<file path="src/rtl/vend_change_dispenser_if.sv">
// Change-dispenser bus: request side from the vend controller, coin/ack handshake
// toward the coin-return mechanism, plus status.
//   req, amount              change request (amount in nickel units)
//   dime_empty, nickel_empty tube status from the mechanism
//   mech_ack                 mechanism accepted the presented coin
//   coin                     00 none, 01 nickel, 10 dime
//   busy, done, err          status; remaining = nickel units still owed
interface vend_change_dispenser_if #(
  parameter int unsigned AMT_W = 4
);
  logic             req;
  logic [AMT_W-1:0] amount;
  logic             dime_empty;
  logic             nickel_empty;
  logic             mech_ack;
  logic [1:0]       coin;
  logic             busy;
  logic             done;
  logic             err;
  logic [AMT_W-1:0] remaining;

  // Environment side (controller + mechanism).
  modport master (
    output req, amount, dime_empty, nickel_empty, mech_ack,
    input  coin, busy, done, err, remaining
  );

  // Dispenser side.
  modport slave (
    input  req, amount, dime_empty, nickel_empty, mech_ack,
    output coin, busy, done, err, remaining
  );
endinterface

</file>
<file path="src/rtl/vend_change_dispenser.sv">
// Change dispenser: pays an amount (nickel units) as dimes first, then nickels,
// one coin per valid/ack handshake, with an idle gap between coins.
// Ports:
//   clock  system clock (rising edge)
//   reset  synchronous, active-high
//   bus    vend_change_dispenser_if slave modport (request, tube flags, ack in;
//          coin, busy, done, err, remaining out). All outputs are registered.
module vend_change_dispenser #(
  parameter int unsigned AMT_W       = 4,
  parameter int unsigned GAP_CYCLES  = 1,
  parameter int unsigned ACK_TIMEOUT = 15
) (
  input logic                    clock,
  input logic                    reset,
  vend_change_dispenser_if.slave bus
);

  localparam logic [1:0] CoinNone   = 2'b00;
  localparam logic [1:0] CoinNickel = 2'b01;
  localparam logic [1:0] CoinDime   = 2'b10;

  localparam logic [7:0] ToLast  = 8'(ACK_TIMEOUT - 1);
  localparam logic [2:0] GapLast = 3'(GAP_CYCLES - 1);

  typedef enum logic [2:0] {StIdle, StIssue, StGap, StDone, StErr} state_e;

  state_e           state_q, state_d;
  logic [1:0]       coin_q, coin_d;
  logic             busy_q, busy_d;
  logic             done_q, done_d;
  logic             err_q, err_d;
  logic [AMT_W-1:0] remaining_q, remaining_d;
  logic [7:0]       to_q, to_d;
  logic [2:0]       gap_q, gap_d;

  logic [1:0]       pick_idle, pick_gap;
  logic [AMT_W-1:0] rem_after_ack;

  // Dime only when at least two units are owed, so remaining never underflows.
  function automatic logic [1:0] pick_coin(logic [AMT_W-1:0] rem, logic no_dime,
                                           logic no_nickel);
    if (rem > AMT_W'(1) && !no_dime) return CoinDime;
    if (!no_nickel) return CoinNickel;
    return CoinNone;
  endfunction

  assign pick_idle     = pick_coin(bus.amount, bus.dime_empty, bus.nickel_empty);
  assign pick_gap      = pick_coin(remaining_q, bus.dime_empty, bus.nickel_empty);
  assign rem_after_ack = remaining_q - ((coin_q == CoinDime) ? AMT_W'(2) : AMT_W'(1));

  always_comb begin
    state_d     = state_q;
    coin_d      = CoinNone;
    done_d      = 1'b0;
    remaining_d = remaining_q;
    to_d        = to_q;
    gap_d       = gap_q;

    case (state_q)
      StIdle: begin
        if (bus.req) begin
          if (bus.amount == '0) begin
            state_d = StDone;
            done_d  = 1'b1;
          end else begin
            remaining_d = bus.amount;
            to_d        = '0;
            if (pick_idle == CoinNone) begin
              state_d = StErr;
            end else begin
              state_d = StIssue;
              coin_d  = pick_idle;
            end
          end
        end
      end
      StIssue: begin
        // Ack takes priority over a timeout expiring in the same cycle.
        if (bus.mech_ack) begin
          remaining_d = rem_after_ack;
          if (rem_after_ack == '0) begin
            state_d = StDone;
            done_d  = 1'b1;
          end else begin
            state_d = StGap;
            gap_d   = '0;
          end
        end else if (to_q == ToLast) begin
          state_d = StErr;
        end else begin
          coin_d = coin_q;
          to_d   = to_q + 8'd1;
        end
      end
      StGap: begin
        if (gap_q == GapLast) begin
          to_d = '0;
          if (pick_gap == CoinNone) begin
            state_d = StErr;
          end else begin
            state_d = StIssue;
            coin_d  = pick_gap;
          end
        end else begin
          gap_d = gap_q + 3'd1;
        end
      end
      StDone: begin
        state_d = StIdle;
      end
      StErr: begin
        state_d = StErr;
      end
      default: begin
        state_d = StIdle;
      end
    endcase

    busy_d = (state_d != StIdle);
    err_d  = (state_d == StErr);
  end

  always_ff @(posedge clock) begin
    if (reset) begin
      state_q     <= StIdle;
      coin_q      <= CoinNone;
      busy_q      <= 1'b0;
      done_q      <= 1'b0;
      err_q       <= 1'b0;
      remaining_q <= '0;
      to_q        <= '0;
      gap_q       <= '0;
    end else begin
      state_q     <= state_d;
      coin_q      <= coin_d;
      busy_q      <= busy_d;
      done_q      <= done_d;
      err_q       <= err_d;
      remaining_q <= remaining_d;
      to_q        <= to_d;
      gap_q       <= gap_d;
    end
  end

  assign bus.coin      = coin_q;
  assign bus.busy      = busy_q;
  assign bus.done      = done_q;
  assign bus.err       = err_q;
  assign bus.remaining = remaining_q;

endmodule
</file>
<file path="src/flat_wrapper.sv">
// flat-port wrapper written by rule: the top's interface ports become plain ports
module vend_change_dispenser_flat 
#(
  parameter int unsigned AMT_W       = 4,
  parameter int unsigned GAP_CYCLES  = 1,
  parameter int unsigned ACK_TIMEOUT = 15
)
  (clock, reset, bus_req, bus_amount, bus_dime_empty, bus_nickel_empty, bus_mech_ack, bus_coin, bus_busy, bus_done, bus_err, bus_remaining);
  vend_change_dispenser_if #(.AMT_W(AMT_W)) bus_i ();
  input logic clock;
  input logic reset;
  input wire logic [$bits(bus_i.req)-1:0] bus_req;
  input wire logic [$bits(bus_i.amount)-1:0] bus_amount;
  input wire logic [$bits(bus_i.dime_empty)-1:0] bus_dime_empty;
  input wire logic [$bits(bus_i.nickel_empty)-1:0] bus_nickel_empty;
  input wire logic [$bits(bus_i.mech_ack)-1:0] bus_mech_ack;
  output wire logic [$bits(bus_i.coin)-1:0] bus_coin;
  output wire logic [$bits(bus_i.busy)-1:0] bus_busy;
  output wire logic [$bits(bus_i.done)-1:0] bus_done;
  output wire logic [$bits(bus_i.err)-1:0] bus_err;
  output wire logic [$bits(bus_i.remaining)-1:0] bus_remaining;
  assign bus_i.req = bus_req;
  assign bus_i.amount = bus_amount;
  assign bus_i.dime_empty = bus_dime_empty;
  assign bus_i.nickel_empty = bus_nickel_empty;
  assign bus_i.mech_ack = bus_mech_ack;
  assign bus_coin = bus_i.coin;
  assign bus_busy = bus_i.busy;
  assign bus_done = bus_i.done;
  assign bus_err = bus_i.err;
  assign bus_remaining = bus_i.remaining;
  vend_change_dispenser #(.AMT_W(AMT_W), .GAP_CYCLES(GAP_CYCLES), .ACK_TIMEOUT(ACK_TIMEOUT)) u_core (.clock(clock), .reset(reset), .bus(bus_i));
endmodule
</file>
<file path="config.mk">
export PLATFORM = sky130hd
export DESIGN_NAME = vend_change_dispenser_flat
export DESIGN_NICKNAME = d
export VERILOG_FILES = /design/src/rtl/vend_change_dispenser_if.sv /design/src/rtl/vend_change_dispenser.sv /design/src/flat_wrapper.sv
export SDC_FILE = /design/constraint.sdc
export NUM_CORES = 1
export LEC_CHECK = 0
export ABC_AREA = 1
export CAP_MARGIN = 20
export CORE_MARGIN = 8
export CORE_UTILIZATION = 31
export DETAILED_ROUTE_END_ITERATION = 7
export SKIP_LAST_GASP = 1
export SYNTH_ARGS = -nofsm -noshare
export SYNTH_HDL_FRONTEND = slang
export SYNTH_SLANG_ARGS = --single-unit
</file>
<file path="constraint.sdc">
create_clock -name clock -period 1.75 [get_ports clock]
set_input_delay 0.4375 -clock clock [delete_from_list [all_inputs] [get_ports clock]]
set_output_delay 0.4375 -clock clock [all_outputs]
set_load 0.005 [all_outputs]
</file>
# [After elaboration in Yosys (flattened, before gate mapping)]
# Cells that the tools add are included.
[totals] register_bits=23 output_inout_bits=9
[op_classes] n_addsub=3 magnitude_cmp=2 eq_ne=15 mux=50 n_reduce_logical=16
[op_table] op="8-bit 2-to-1 mux" count=5
[op_table] op="2-bit 2-to-1 mux" count=16
[op_table] op="3-bit 2-to-1 mux" count=10
[op_table] op="8-bit case mux with 3 select lines" count=1
[op_table] op="2-bit != test, second input constant" count=7
[op_table] op="4-bit 2-to-1 mux" count=3
[op_table] op="3-bit case mux with 4 select lines" count=1
[op_table] op="1-bit 2-to-1 mux" count=10
[op_table] op="8-bit by 1-bit adder with 8-bit output, second input constant" count=1
[op_table] op="8-bit by 4-bit equality test with 1-bit output, second input constant" count=1
[op_table] op="4-bit by 1-bit > comparator with 1-bit output, second input constant" count=2
[op_table] op="4-bit zero test" count=2
[op_table] op="4-bit case mux with 2 select lines" count=1
[op_table] op="4-bit AND reduction" count=2
[op_table] op="3-bit equality test, second input constant" count=2
[op_table] op="3-bit zero test" count=2
[op_table] op="2-bit case mux with 3 select lines" count=1
[op_table] op="3-bit case mux with 2 select lines" count=1
[op_table] op="6-bit AND reduction" count=1
[op_table] op="3-bit nonzero test" count=2
[op_table] op="2-bit zero test" count=2
[op_table] op="2-bit nonzero test" count=2
[op_table] op="4-bit subtractor" count=1
[op_table] op="3-bit by 1-bit adder with 3-bit output, second input constant" count=1
[op_table] op="8 further kinds" count=9

# [Longest topological paths before layout]
# Gate-level depths: netlist of the first run.
[depth] ltp_word=12 depth_mapped=13 mapped_depth_nobuf=13

# [Least setup slack after synthesis of the first run]
# OpenSTA, ideal clock, no wires.
[synth_timing] path_type="register to register" startpoint="register u_core.coin_q[1], in the netlist u_core.bus.coin[1]" endpoint="register u_core.gap_q[1]" setup_time_ps=70 t_arrival_ps=1874 required_time_ps=1680 slack_ps=-194 stages_incl_launch_ff=14 path_buffers=0 cell_sequence="dfxtp_1 inv_1 nor2_1 inv_1 ha_1 fa_1 nand2_1 inv_1 nand3_1 nor2_1 nand2_1 nand3_1 nand2_1 a21oi_1"
[synth_between] elab_chain_len=6
[synth_lines] element="start, declared" line="vend_change_dispenser.sv:28" rtl="logic [1:0] coin_q, coin_d;"
[synth_lines] element="start signal, assigned" line="vend_change_dispenser.sv:126" rtl="coin_q <= CoinNone;"
[synth_lines] element="start signal, assigned" line="vend_change_dispenser.sv:135" rtl="coin_q <= coin_d;"
[synth_lines] element="2-bit equality test" line="vend_change_dispenser.sv:49" rtl="assign rem_after_ack = remaining_q - ((coin_q == CoinDime) ? AMT_W'(2) : AMT_W'(1));"
[synth_lines] element="2-bit 2-to-1 mux" line="vend_change_dispenser.sv:49"
[synth_lines] element="4-bit subtractor" line="vend_change_dispenser.sv:49"
[synth_lines] element="4-bit zero test" line="vend_change_dispenser.sv:81" rtl="if (rem_after_ack == '0) begin"
[synth_lines] element="2-bit != test (no line)"
[synth_lines] element="4-bit AND reduction (no line)"
[synth_lines] element="end signal, assigned" line="vend_change_dispenser.sv:141" rtl="gap_q <= gap_d;"
[synth_lines] element="end, declared" line="vend_change_dispenser.sv:34" rtl="logic [2:0] gap_q, gap_d;"
# Every way passes these cells.
# A chain may end at the register's enable or synchronous reset.

# [Worst setup path after layout of the first run]
# Ends and elaborated chain as after synthesis.

==> parameters.txt, run 1 <==
Parameter                              Value

Status
  Result of the run ... finished, violations left
  Violated checks ... setup timing

Placement
  Count of buffers from port buffering ... 18
  Setup slack at placement ... -169 ps
  Placed wire-length estimate after detailed placement ... 3.06 mm
  Global placer's final weighted congestion ... 0.823
  Cell Area, Placed ... 1960 sq um
  Cells after DPL ... 353

Power
  Internal power consumption ... 970 uW
  Combinational Power Share ... 36.8%
  Leakage component of the power ... 1.01 nW
  Maximum vdd drop ... 258 uV
  Sw frac ... 35.4%
  Portion of total power attributed to the clock network ... 23.9%
  Power Density ... 715 nW/um^2
  Pwr Total ... 1.50 mW
  Part of the total power dissipated in sequential elements ... 39.3%
  Switching power ... 531 uW

Timing
  Worst setup slack after layout ... -183 ps
  Max-slew violations ... 0
  Fmax ... 517 MHz
  Number of setup violations in the final report ... 6
  Hold violation count in the final report ... 0
  Actual transition at the worst max-transition pin ... 367 ps
  Clk_skew ... 11.3 ps
  Total negative setup slack ... -908 ps
  Hold Worst Slack ... 496 ps
  Worst slew margin relative to its limit ... 75.4%
  Unrepaired setup endpoints after global routing ... yes
  Part of the cycle the worst path needs ... 110%
  Crit path time final ... 1930 ps

Floorplanning
  Overall die height ... 87.0 microns
  Number of placed I/O pins ... 19
  Die footprint ... 7570 sq um
  Floorplan core area ... 4980 sq um
  Core Rows ... 26
  Starting Density ... 31.4%
  Floorplan die width ... 87.0 microns

Clock network
  Count of hold-fix buffers inserted at cts ... 0
  Root Driver ... sky130_fd_sc_hd__clkbuf_8
  CTS tree ... built
  Number of buffers added by the clock tree synthesis step ... 3
  Clock tree sinks ... 23
  Clock network latency to the later pin of the worst-skew pair ... 280 ps
  Clock slew seen by the registers of the worst setup and hold paths ... 100 ps
  Maximum root-to-sink buffer count ... 2
  H-Tree Depth ... 1

Synth
  Synthesized area ... 1560 sq um
  Largest family of logic cells by synthesized area ... simple AND/OR/NAND/NOR gates
  Share of cell area taken by muxes after synthesis ... 0%
  Top area cells in the synthesized netlist ... sky130_fd_sc_hd__dfxtp_1 (29%), sky130_fd_sc_hd__nand2_1 (17%), sky130_fd_sc_hd__inv_1 (9.8%), sky130_fd_sc_hd__nor2_1 (7.7%), sky130_fd_sc_hd__nand3_1 (6.7%)
  Commonest register cell after synthesis ... sky130_fd_sc_hd__dfxtp_1
  Share of the synthesized area in compound gates (AO/OA/AOI/OAI) ... 11.5%
  Post-Synthesis Net Count ... 268
  Simple logic cell fraction of the synthesized area ... 40.2%
  Sequential share of the synthesized area ... 29.4%
  Netlist cell types ... 25
  Area share of the leading cell type in the synthesized netlist ... 29.4%
  Synth Area in Adders ... 6.08%
  EDFF count, synth ... 0
  Number of instances in the synthesized netlist ... 251
  Mean cell area of the mapped netlist ... 6.23 sq um
  Xor and xnor area share after synthesis ... 1.68%
  Flip-flop and latch count after synthesis ... 23
  Number of warnings reported in the yosys synthesis log ... 0
  Share of synthesized registers carrying an async set or reset ... 0%
  Largest area contributor in the synthesized netlist ... sky130_fd_sc_hd__dfxtp_1

Critical path
  CP bufs+invs ... 3
  Kind of critical path ... flip-flop to flip-flop
  Crit-path slowest cell ... sky130_fd_sc_hd__fa_1
  List of cells traversed by the critical path ... inv_2, nor2_4, inv_2, ha_4, fa_1, nand2_1, inv_2, nand3_2, nor2_4, nand2_2, nand3_2, nand2_1, a21oi_1
  Data arrival, critical path ... 2150 ps
  CP peak stage delay ... 530 ps
  Required time at the worst-slack endpoint ... 1970 ps
  Endpoint kind of the worst setup timing path ... flip-flop
  Kind of start point of the critical path ... flip-flop
  Worst-path fanout max ... 3
  Most repeated library cell on the critical path ... sky130_fd_sc_hd__inv_2
  Critical path's top delay family ... adder cells

Drt
  Routed via count divided by cell count ... 4.49
  Count of antenna-violating nets left after detailed routing ... 0
  Via count ... 1635
  Number of remaining DRC errors ... 0
  Total Routed Length ... 3.95 mm
  Drt first-iter violations ... 123
  WL/cell ... 10.8 microns
  1st-pass router iterations ... 4

Global route
  Vias in the first global route ... 1537
  Grt ovf ... 0
  First-pass GRT wire length ... 6.92 mm
  Initial antenna violation count ... 0
  Combined global-route utilization of all metal layers ... 11.3%
  Maximum number of pins on one net before global-route repair ... 18

Finish
  Post-layout util ... 42.2%
  Count of inserted antenna diode cells ... 0
  Fillers ... 520
  Most common library cell in the layout ignoring fill and taps ... sky130_fd_sc_hd__nand2_1
  Proportion of layout cells with a drive suffix above 1 ... 19.4%
  Footprint of the flip-flops and latches ... 464 sq um
  Highest-count cells in the layout ignoring fill and taps ... sky130_fd_sc_hd__nand2_1 (67), sky130_fd_sc_hd__inv_1 (38), sky130_fd_sc_hd__nor2_1 (30)
  Number of standard cells in the final layout excluding fillers ... 364
  Count of nets after finishing ... 312
  Multi-input gate area ... 987 sq um
  Syn-to-layout area delta ... 34.3%
  Final design instance area without fill ... 2100 sq um

Hold path
  Kind of path behind the tightest hold check ... flip-flop to flip-flop

Flow run
  Count of maximum capacitance violations ... 0
Yosys cell counts, types with 2 or more instances:
cell	instances
sky130_fd_sc_hd__a21oi_1	19
sky130_fd_sc_hd__o21ai_2	2
sky130_fd_sc_hd__xnor2_1	2
sky130_fd_sc_hd__nand2_2	3
sky130_fd_sc_hd__nand3_2	2
sky130_fd_sc_hd__nor3_1	2
sky130_fd_sc_hd__dfxtp_1	23
sky130_fd_sc_hd__ha_1	6
sky130_fd_sc_hd__nand4_1	4
sky130_fd_sc_hd__nor2_1	32
sky130_fd_sc_hd__nor2_4	4
sky130_fd_sc_hd__o21ai_0	8
sky130_fd_sc_hd__inv_1	41
sky130_fd_sc_hd__nand2_1	71
sky130_fd_sc_hd__o21bai_1	2
sky130_fd_sc_hd__nand3_1	21
logic make-up (layout without fill, tap and decap cells):
logic type,Yosys count,count (layout)
AO/OA/AOI/OAI,33,33
adder cells (fa/ha/maj),7,7
XOR/XNOR,3,3
AND/OR/NAND/NOR,141,141
flip-flops,23,23
buffers and inverters,44,87
timing repair:
action / CTS / global route
buffers inserted: 4 / 3
pin swaps: 2 / 6
resized for setup: 1 / 14
endpoints found under the setup margin: 5 / 14
state kept, by name, summed over array words and instances, names as in the netlist:
signal / count
u_core.bus.busy: 1
u_core.state_q: 3
u_core.to_q: 8
u_core.gap_q: 3
u_core.bus.err: 1
u_core.bus.done: 1
u_core.bus.remaining: 4
u_core.bus.coin: 2
power by group through the flow:
stage                     sequential (mW)  clock [mW]  combinational (mW)
after floorplan                     0.604           0               0.294
after global placement              0.600           0               0.485
after detailed placement            0.601           0               0.490
after CTS                           0.589       0.376               0.510
after global routing                0.596       0.397               0.625
final                               0.590       0.359               0.553
path summary, 6_finish.rpt:
path,from,depth (start not counted),slack [ps],endpoint
worst max-delay path,u_core.bus.coin[1]$_SDFFE_PP0P_,13,-180,u_core.gap_q[1]$_SDFFE_PP0P_
worst min-delay path,u_core.gap_q[1]$_SDFFE_PP0P_,2,500,u_core.gap_q[1]$_SDFFE_PP0P_
worst max register to register,u_core.bus.coin[1]$_SDFFE_PP0P_,13,-180,u_core.gap_q[1]$_SDFFE_PP0P_
worst min register to register,u_core.gap_q[1]$_SDFFE_PP0P_,2,500,u_core.gap_q[1]$_SDFFE_PP0P_
cell type report:
type / instances / area share [%]
clock inverters: 1 / 0.357
multi-input cells: 184 / 47.0
inverters: 42 / 7.50
flip-flops and latches: 23 / 22.1
repair buffers: 41 / 16.9
clock buffers: 3 / 1.97
well taps: 70 / 4.17
per-layer routing:
metal / track usage, % / up-vias / wire length [microns]
met2: 18.7 / 22 / 1950
met4: 5.01 / 0 / 62
met3: 1.23 / 5 / 113
li1: - / 875 / -
met5: 0 / - / 0
met1: 14.3 / 733 / 1820
worst reg2reg max path, delay by kind of cell, from the launching register on:
kind,cells,cell delay [ps]
flip-flops,1,350
AND/OR/NAND/NOR,7,570
adder cells (fa/ha/maj),2,690
AO/OA/AOI/OAI,1,120
buffers and inverters,3,160
No activity file was read; power rests on OpenSTA's default activity.
==> inputs of run 2 (changes only) <==
--- a/config.mk
+++ b/config.mk
@@ -8,7 +8,7 @@
 export ABC_AREA = 1
 export CAP_MARGIN = 20
 export CORE_MARGIN = 8
-export CORE_UTILIZATION = 31
+export CORE_UTILIZATION = 40
 export DETAILED_ROUTE_END_ITERATION = 7
 export SKIP_LAST_GASP = 1
 export SYNTH_ARGS = -nofsm -noshare
==> run 2 against run 1 <==
- the run still ends with setup timing left
- combinational power shrank 4.2%
- cell area is 2.4% lower
- largest cell class unchanged
- die area shrank 19%
- cell count is 6.3% lower
- clock power decreased by 6.4%
- clock skew fell by 9.2 ps
- critical path type unchanged
- hold slack got worse by 2.0 ps
==> parameters.txt, run 2 (synthesis results as in run 1) <==
Parameter                              Value

Drt
  Met2 WL post-DR ... 1.67 mm (was 1.95 mm)
  Met1 Wirelength ... 1.90 mm (was 1.82 mm)
  Number of remaining DRC errors ... 0 (unchanged)
  Count of antenna-violating nets left after detailed routing ... 0 (unchanged)
  Top layer reached by signal wires ... met4 (unchanged)
  WL/cell ... 11.1 microns (was 10.8 microns)
  Routed wire length on met3 ... 153 microns (was 113 microns)
  Total Routed Length ... 3.79 mm (was 3.95 mm)
  Via count ... 1588 (was 1635)
  1st-pass router iterations ... 4 (unchanged)
  Routed via count divided by cell count ... 4.66 (was 4.49)
  Drt first-iter violations ... 89 (was 123)

Clock network
  H-Tree Depth ... 1 (unchanged)
  Maximum root-to-sink buffer count ... 2 (unchanged)
  Number of buffers added by the clock tree synthesis step ... 3 (unchanged)
  Clock tree sinks ... 23 (unchanged)
  Clock network latency to the later pin of the worst-skew pair ... 270 ps (was 280 ps)
  CTS tree ... built (unchanged)
  Clock slew seen by the registers of the worst setup and hold paths ... 80 ps (was 100 ps)
  Root Driver ... sky130_fd_sc_hd__clkbuf_8 (unchanged)

Finish
  Syn-to-layout area delta ... 31.0% (was 34.3%)
  Fillers ... 404 (was 520)
  Count of nets after finishing ... 311 (was 312)
  Count of inserted antenna diode cells ... 0 (unchanged)
  Flip-flop count of the largest register after layout ... 8 (unchanged)
  Highest-count cells in the layout ignoring fill and taps ... sky130_fd_sc_hd__nand2_1 (70), sky130_fd_sc_hd__inv_1 (38), sky130_fd_sc_hd__nor2_1 (28) (was sky130_fd_sc_hd__nand2_1 (67), sky130_fd_sc_hd__inv_1 (38), sky130_fd_sc_hd__nor2_1 (30))
  Number of standard cells in the final layout excluding fillers ... 341 (was 364)
  Largest register by flop count ... u_core.to_q (unchanged)
  Proportion of layout cells with a drive suffix above 1 ... 17.1% (was 19.4%)
  Most common library cell in the layout ignoring fill and taps ... sky130_fd_sc_hd__nand2_1 (unchanged)

Timing
  Hold violation count in the final report ... 0 (unchanged)
  Clk_skew ... 2.04 ps (was 11.3 ps)
  Worst slew margin relative to its limit ... 81.0% (was 75.4%)
  Fmax ... 517 MHz (about the same)
  Worst setup slack after layout ... -183 ps (about the same)
  Part of the cycle the worst path needs ... 110% (about the same)
  Unrepaired setup endpoints after global routing ... yes (unchanged)
  Actual transition at the worst max-transition pin ... 284 ps (was 367 ps)
  Max-slew violations ... 0 (unchanged)
  Number of setup violations in the final report ... 6 (unchanged)
  Hold Worst Slack ... 494 ps (was 496 ps)
  Total negative setup slack ... -861 ps (was -908 ps)
  Crit path time final ... 1930 ps (about the same)

Global route
  Initial antenna violation count ... 0 (unchanged)
  Combined global-route utilization of all metal layers ... 13.1% (was 11.3%)
  Maximum number of pins on one net before global-route repair ... 13 (was 18)
  First-pass GRT wire length ... 6.76 mm (was 6.92 mm)
  Vias in the first global route ... 1512 (was 1537)
  Grt ovf ... 0 (unchanged)

Placement
  Placed wire-length estimate after detailed placement ... 2.99 mm (was 3.06 mm)
  Cells after DPL ... 335 (was 353)
  Setup slack at placement ... -234 ps (was -169 ps)
  Global placer's final weighted congestion ... 0.870 (was 0.823)
  Count of buffers from port buffering ... 18 (unchanged)

Power
  Leakage component of the power ... 0.977 nW (was 1.01 nW)
  Power Density ... 710 nW/um^2 (was 715 nW/um^2)
  Part of the total power dissipated in sequential elements ... 40.5% (was 39.3%)
  Combinational Power Share ... 36.4% (was 36.8%)
  Portion of total power attributed to the clock network ... 23.1% (was 23.9%)
  Internal power consumption ... 962 uW (was 970 uW)
  Sw frac ... 33.9% (was 35.4%)
  Pwr Total ... 1.46 mW (was 1.50 mW)
  Switching power ... 493 uW (was 531 uW)
  Maximum vdd drop ... 460 uV (was 258 uV)

Floorplanning
  Floorplan core area ... 3720 sq um (was 4980 sq um)
  Floorplan die width ... 78.5 microns (was 87.0 microns)
  Number of placed I/O pins ... 19 (unchanged)
  Starting Density ... 42.1% (was 31.4%)
  Core Rows ... 22 (was 26)
  Die footprint ... 6170 sq um (was 7570 sq um)
  Overall die height ... 78.5 microns (was 87.0 microns)

Critical path
  Setup slack of the most critical reg-to-reg path ... -180 ps (about the same)
  Kind of start point of the critical path ... flip-flop (unchanged)
  Endpoint kind of the worst setup timing path ... flip-flop (unchanged)
  Number of cells on the worst reg-to-reg path ... 13 (unchanged)
  Kind of critical path ... flip-flop to flip-flop (unchanged)
  Required time at the worst-slack endpoint ... 1950 ps (was 1970 ps)
  Worst-path fanout max ... 3 (unchanged)
  Reg2Reg Capture Point ... u_core.gap_q[1]$_SDFFE_PP0P_ (unchanged)
  Data arrival, critical path ... 2140 ps (was 2150 ps)
  Reg-to-reg startpoint ... u_core.bus.coin[1]$_SDFFE_PP0P_ (unchanged)

Status
  Violated checks ... setup timing (unchanged)
  Result of the run ... finished, violations left (unchanged)

Hold path
  Kind of path behind the tightest hold check ... flip-flop to flip-flop (unchanged)
  Hold Crit Start ... u_core.gap_q[2]$_SDFFE_PP0P_ (was u_core.gap_q[1]$_SDFFE_PP0P_)
  Number of cells on the worst hold path ... 2 (unchanged)
  Hold-critical path endpoint ... u_core.gap_q[2]$_SDFFE_PP0P_ (was u_core.gap_q[1]$_SDFFE_PP0P_)

Flow run
  Count of maximum capacitance violations ... 0 (unchanged)
-- run 2: worst max-delay path by stage --
stage / start / to / slack [ps] / cells after the start
2_1_floorplan: u_core.bus.coin[1]$_SDFFE_PP0P_ / u_core.gap_q[2]$_SDFFE_PP0P_ / -80 / 13
3_3_place_gp: u_core.bus.coin[1]$_SDFFE_PP0P_ / u_core.gap_q[1]$_SDFFE_PP0P_ / -260 / 13
3_5_place_dp: u_core.bus.coin[1]$_SDFFE_PP0P_ / u_core.gap_q[1]$_SDFFE_PP0P_ / -230 / 13
4_1_cts: u_core.bus.coin[1]$_SDFFE_PP0P_ / u_core.gap_q[1]$_SDFFE_PP0P_ / -260 / 13
5_1_grt: u_core.bus.coin[1]$_SDFFE_PP0P_ / u_core.gap_q[1]$_SDFFE_PP0P_ / -310 / 13
6_report: u_core.bus.coin[1]$_SDFFE_PP0P_ / u_core.gap_q[1]$_SDFFE_PP0P_ / -180 / 13
-- run 2: per-layer routing --
metal	global-route usage, %	up-vias
li1	-	871
met1	17.8	684
met2	20.6	28
met3	1.71	5
met4	4.44	0
met5	0	-
-- run 2: critical path: stages, from the launching register on --
cell and delay [ps]:
sky130_fd_sc_hd__dfxtp_2 340, sky130_fd_sc_hd__inv_2 40, sky130_fd_sc_hd__nor2_4 110, sky130_fd_sc_hd__inv_2 60
sky130_fd_sc_hd__ha_4 150, sky130_fd_sc_hd__fa_1 500, sky130_fd_sc_hd__nand2_1 70, sky130_fd_sc_hd__inv_2 60
sky130_fd_sc_hd__nand3_2 70, sky130_fd_sc_hd__nor2_4 100, sky130_fd_sc_hd__nand2_2 90, sky130_fd_sc_hd__nand3_2 90
sky130_fd_sc_hd__nand2_1 50, sky130_fd_sc_hd__a21oi_1 130
-- run 2: metrics by stage --
step	area [sq um]	utilization [%]
after floorplan	1590	-
after global placement	1970	52.9
after detailed placement	1970	52.9
after CTS	2010	54.1
after global routing	2050	55.2
final	2050	55.2
-- run 2: power by group through the flow --
stage | registers (mW) | clock network [mW] | logic, mW
after floorplan | 0.604 | 0 | 0.294
after global placement | 0.600 | 0 | 0.495
after detailed placement | 0.602 | 0 | 0.494
after CTS | 0.589 | 0.352 | 0.496
after global routing | 0.592 | 0.367 | 0.597
final | 0.589 | 0.336 | 0.530
-- run 2: cell type report --
type                    instances  area, sq um  area share (%)
multi-input cells             184          976            47.6
flip-flops and latches         23          462            22.5
repair buffers                 40          349            17.0
inverters                      42          158            7.69
well taps                      48         60.1            2.93
clock buffers                   4         45.0            2.20
-- run 2: timing repair --
| item | 4_1_cts | 5_1_grt |
|---|---|---|
| setup endpoints to repair | 6 | 12 |
| gates cloned | 0 | 0 |
| setup buffers | 0 | 2 |
| pin swaps | 2 | 5 |
| gates resized for setup | 0 | 8 |
| hold buffers | 0 | 0 |
==> inputs of run 3 (changes only) <==
--- a/config.mk
+++ b/config.mk
@@ -5,9 +5,8 @@
 export SDC_FILE = /design/constraint.sdc
 export NUM_CORES = 1
 export LEC_CHECK = 0
-export ABC_AREA = 1
 export CAP_MARGIN = 20
-export CORE_MARGIN = 8
+export CORE_MARGIN = 2
 export CORE_UTILIZATION = 40
 export DETAILED_ROUTE_END_ITERATION = 7
 export SKIP_LAST_GASP = 1
==> run 3 against run 2 <==
- first-iteration DRC count decreased by 10%
- power rose by 2.3%
- sequential share of layout area grew 0.33 points
- hold slack improved by 4.2 ps
- sequential power rose by 1%
- critical endpoint is now u_core.bus.done$_SDFF_PP0_
- via count down 7.5%
- die area fell by 35%
- cell count decreased by 22%
- the run still ends with setup timing left
- setup slack got worse by 66 ps
- largest power group is now combinational logic
- combinational power up 20%
- largest cell class unchanged
==> parameters.txt, run 3 <==
Parameter                              Value

Global route
  First-pass GRT wire length ... 6.24 mm (was 6.76 mm)
  GR Util met2 ... 31.0% (was 20.6%)
  Combined global-route utilization of all metal layers ... 19.2% (was 13.1%)
  Maximum number of pins on one net before global-route repair ... 15 (was 13)
  Grt ovf ... 0 (unchanged)
  Vias in the first global route ... 1371 (was 1512)
  Most Crowded Layer GR ... met2 (unchanged)
  GR Layer Usage met3 ... 2.32% (was 1.71%)
  Routing usage on met1 ... 27.3% (was 17.8%)
  Initial antenna violation count ... 0 (unchanged)

Finish
  Count of inserted antenna diode cells ... 0 (unchanged)
  Count of nets after finishing ... 238 (was 311)
  Highest-count cells in the layout ignoring fill and taps ... sky130_fd_sc_hd__buf_4 (36), sky130_fd_sc_hd__nor2_1 (18), sky130_fd_sc_hd__a21oi_1 (14) (was sky130_fd_sc_hd__nand2_1 (70), sky130_fd_sc_hd__inv_1 (38), sky130_fd_sc_hd__nor2_1 (28))
  Largest register by flop count ... u_core.to_q (unchanged)
  Final design instance area without fill ... 2100 sq um (was 2050 sq um)
  Proportion of layout cells with a drive suffix above 1 ... 32.7% (was 17.1%)
  Syn-to-layout area delta ... 49.5% (was 31.0%)
  Most common library cell in the layout ignoring fill and taps ... sky130_fd_sc_hd__buf_4 (was sky130_fd_sc_hd__nand2_1)
  Fillers ... 324 (was 404)
  Flip-flop count of the largest register after layout ... 8 (unchanged)

Drt
  Count of antenna-violating nets left after detailed routing ... 0 (unchanged)
  Number of remaining DRC errors ... 0 (unchanged)
  Routed via count divided by cell count ... 5.52 (was 4.66)
  Via count ... 1469 (was 1588)
  Drt first-iter violations ... 80 (was 89)
  Total Routed Length ... 3.80 mm (was 3.79 mm)
  1st-pass router iterations ... 4 (unchanged)
  WL/cell ... 14.3 microns (was 11.1 microns)

Synth
  Commonest cells in the synthesized netlist ... sky130_fd_sc_hd__dfxtp_1 (23), sky130_fd_sc_hd__nor2_1 (18), sky130_fd_sc_hd__a21oi_1 (14), sky130_fd_sc_hd__nand2_1 (11), sky130_fd_sc_hd__nor3_1 (8) (was sky130_fd_sc_hd__nand2_1 (71), sky130_fd_sc_hd__inv_1 (41), sky130_fd_sc_hd__nor2_1 (32), sky130_fd_sc_hd__dfxtp_1 (23), sky130_fd_sc_hd__nand3_1 (21))
  Area share of the leading cell type in the synthesized netlist ... 32.7% (was 29.4%)
  Synthesized area ... 1410 sq um (was 1560 sq um)
  Leading cell type by number of instances after synthesis ... sky130_fd_sc_hd__dfxtp_1 (was sky130_fd_sc_hd__nand2_1)
  Netlist cell types ... 47 (was 25)
  Sequential share of the synthesized area ... 32.7% (was 29.4%)
  Mean cell area of the mapped netlist ... 8.52 sq um (was 6.23 sq um)
  Number of instances in the synthesized netlist ... 165 (was 251)
  Top area cells in the synthesized netlist ... sky130_fd_sc_hd__dfxtp_1 (33%), sky130_fd_sc_hd__ha_1 (5.3%), sky130_fd_sc_hd__a21oi_1 (5.0%), sky130_fd_sc_hd__nor2_1 (4.8%), sky130_fd_sc_hd__a311oi_1 (3.1%) (was sky130_fd_sc_hd__dfxtp_1 (29%), sky130_fd_sc_hd__nand2_1 (17%), sky130_fd_sc_hd__inv_1 (9.8%), sky130_fd_sc_hd__nor2_1 (7.7%), sky130_fd_sc_hd__nand3_1 (6.7%))
  Commonest register cell after synthesis ... sky130_fd_sc_hd__dfxtp_1 (unchanged)
  Share of synthesized registers carrying an async set or reset ... 0% (unchanged)
  Largest area contributor in the synthesized netlist ... sky130_fd_sc_hd__dfxtp_1 (unchanged)
  EDFF count, synth ... 0 (unchanged)
  Number of warnings reported in the yosys synthesis log ... 0 (unchanged)
  Post-Synthesis Net Count ... 182 (was 268)
  Flip-flop and latch count after synthesis ... 23 (unchanged)

Floorplanning
  Floorplan core area ... 3360 sq um (was 3720 sq um)
  Number of placed I/O pins ... 19 (unchanged)
  Core Rows ... 21 (was 22)
  Die footprint ... 4010 sq um (was 6170 sq um)
  Overall die height ... 63.3 microns (was 78.5 microns)
  Starting Density ... 41.8% (was 42.1%)
  Floorplan die width ... 63.3 microns (was 78.5 microns)

Status
  Violated checks ... setup timing (unchanged)
  Result of the run ... finished, violations left (unchanged)

Clock network
  CTS tree ... built (unchanged)
  Clock slew seen by the registers of the worst setup and hold paths ... 140 ps (was 80 ps)
  Clock network latency to the later pin of the worst-skew pair ... 320 ps (was 270 ps)
  H-Tree Depth ... 1 (unchanged)
  Maximum root-to-sink buffer count ... 2 (unchanged)
  Root Driver ... sky130_fd_sc_hd__clkbuf_4 (was sky130_fd_sc_hd__clkbuf_8)
  Count of hold-fix buffers inserted at cts ... 0 (unchanged)
  Clock tree sinks ... 23 (unchanged)
  Number of buffers added by the clock tree synthesis step ... 3 (unchanged)

Power
  Leakage component of the power ... 0.886 nW (was 0.977 nW)
  Sw frac ... 33.3% (was 33.9%)
  Portion of total power attributed to the clock network ... 17.4% (was 23.1%)
  Power Density ... 708 nW/um^2 (was 710 nW/um^2)
  Maximum vdd drop ... 413 uV (was 460 uV)
  Internal power consumption ... 993 uW (was 962 uW)
  Part of the total power dissipated in sequential elements ... 40.0% (was 40.5%)
  Combinational Power Share ... 42.7% (was 36.4%)
  Switching power ... 495 uW (was 493 uW)

Critical path
  Setup slack of the most critical reg-to-reg path ... -250 ps (was -180 ps)
  Endpoint kind of the worst setup timing path ... flip-flop (unchanged)
  Data arrival, critical path ... 2230 ps (was 2140 ps)
  Kind of start point of the critical path ... flip-flop (unchanged)
  Worst-path fanout max ... 3 (unchanged)
  Required time at the worst-slack endpoint ... 1990 ps (was 1950 ps)
  Kind of critical path ... flip-flop to flip-flop (unchanged)

Timing
  Fmax ... 500 MHz (was 517 MHz)
  Worst slew margin relative to its limit ... 69.0% (was 81.0%)
  Crit path time final ... 2000 ps (was 1930 ps)
  Hold violation count in the final report ... 0 (unchanged)
  Number of setup violations in the final report ... 7 (was 6)
  Part of the cycle the worst path needs ... 114% (was 110%)
  Max-slew violations ... 0 (unchanged)
  Hold Worst Slack ... 498 ps (was 494 ps)
  Actual transition at the worst max-transition pin ... 461 ps (was 284 ps)
  Worst setup slack after layout ... -249 ps (was -183 ps)
  Clk_skew ... 9.66 ps (was 2.04 ps)
  Unrepaired setup endpoints after global routing ... yes (unchanged)

Hold path
  Kind of path behind the tightest hold check ... flip-flop to flip-flop (unchanged)

Placement
  Cell Area, Placed ... 1950 sq um (was 1970 sq um)
  Placed wire-length estimate after detailed placement ... 2.98 mm (was 2.99 mm)
  Count of buffers from port buffering ... 18 (unchanged)
  Global placer's final weighted congestion ... 0.814 (was 0.870)

Flow run
  Count of maximum capacitance violations ... 0 (unchanged)
[run 3: cells by family after synthesis]
group,count (synthesis),synth area share (%)
xor+xnor,1,0.623
mux,1,0.712
compound gates,49,27.9
simple gates,70,27.5
flops,23,32.7
buf+inv,14,3.74
fa+ha+maj,7,6.76
[run 3: per-layer routing]
layer / vias up / share of wire, % / wire (microns)
li1: 730 / - / -
met1: 703 / 49 / 1860
met2: 32 / 48 / 1810
met3: 4 / 2.9 / 110
met4: 0 / 0.61 / 23
met5: - / 0 / 0
[run 3: path summary, 6_finish.rpt]
| check | from | end | cells past startpoint |
|---|---|---|---|
| max reg2reg | u_core.bus.coin[0]$_SDFFE_PP0P_ | u_core.bus.done$_SDFF_PP0_ | 7 |
| min reg2reg | u_core.state_q[2]$_SDFF_PP0_ | u_core.bus.done$_SDFF_PP0_ | 1 |
| min | u_core.state_q[2]$_SDFF_PP0_ | u_core.bus.done$_SDFF_PP0_ | 1 |
| max | u_core.bus.coin[0]$_SDFFE_PP0P_ | u_core.bus.done$_SDFF_PP0_ | 7 |
[run 3: cell type report]
type                       instances  area (sq um)  area share (%)
sequential                        23           480            22.9
inverter                           7          26.3            1.25
tap                               46          57.6            2.74
clock inverter                     1          5.00           0.238
clock buffer                       3          22.5            1.07
multi-input combinational        128          1000            47.6
timing repair buffer              58           510            24.3
[run 3: worst max-delay path, cell delays in order, from the launching register on]
cell and delay (ps):
sky130_fd_sc_hd__dfxtp_2 340, sky130_fd_sc_hd__nand2b_4 160, sky130_fd_sc_hd__ha_4 160, sky130_fd_sc_hd__fa_2 560, sky130_fd_sc_hd__nand3_4 110, sky130_fd_sc_hd__nor3_4 200, sky130_fd_sc_hd__a32oi_2 150, sky130_fd_sc_hd__nor4_2 230
[run 3: power by group through the flow]
stage	registers [mW]	logic (mW)	clock network (mW)
3_3_place_gp	0.602	0.566	0
3_5_place_dp	0.603	0.578	0
4_1_cts	0.594	0.585	0.268
6_report	0.595	0.635	0.259
5_1_grt	0.600	0.688	0.287
2_1_floorplan	0.592	0.296	0
[run 3: stage by stage]
| stage | total power [mW] | worst slack (ps) | std cells | setup TNS [ps] | util [%] |
|---|---|---|---|---|---|
| CTS | 1.45 | -216 | 264 | -1100 | 59.2 |
| global route | 1.57 | -341 | 266 | -1950 | 62.5 |
| finish | 1.49 | -249 | 266 | -1330 | 62.5 |
| global placement | 1.17 | -307 | 259 | -4910 | 58.1 |
| detailed placement | 1.18 | -353 | 259 | -5370 | 58.1 |
| floorplan | 0.888 | -101 | 165 | -338 | - |
[run 3: repair_timing]
item	4_1_cts	5_1_grt
setup endpoints to repair	11	17
pin swaps	1	10
buffers inserted	1	2
gates resized for setup	7	25
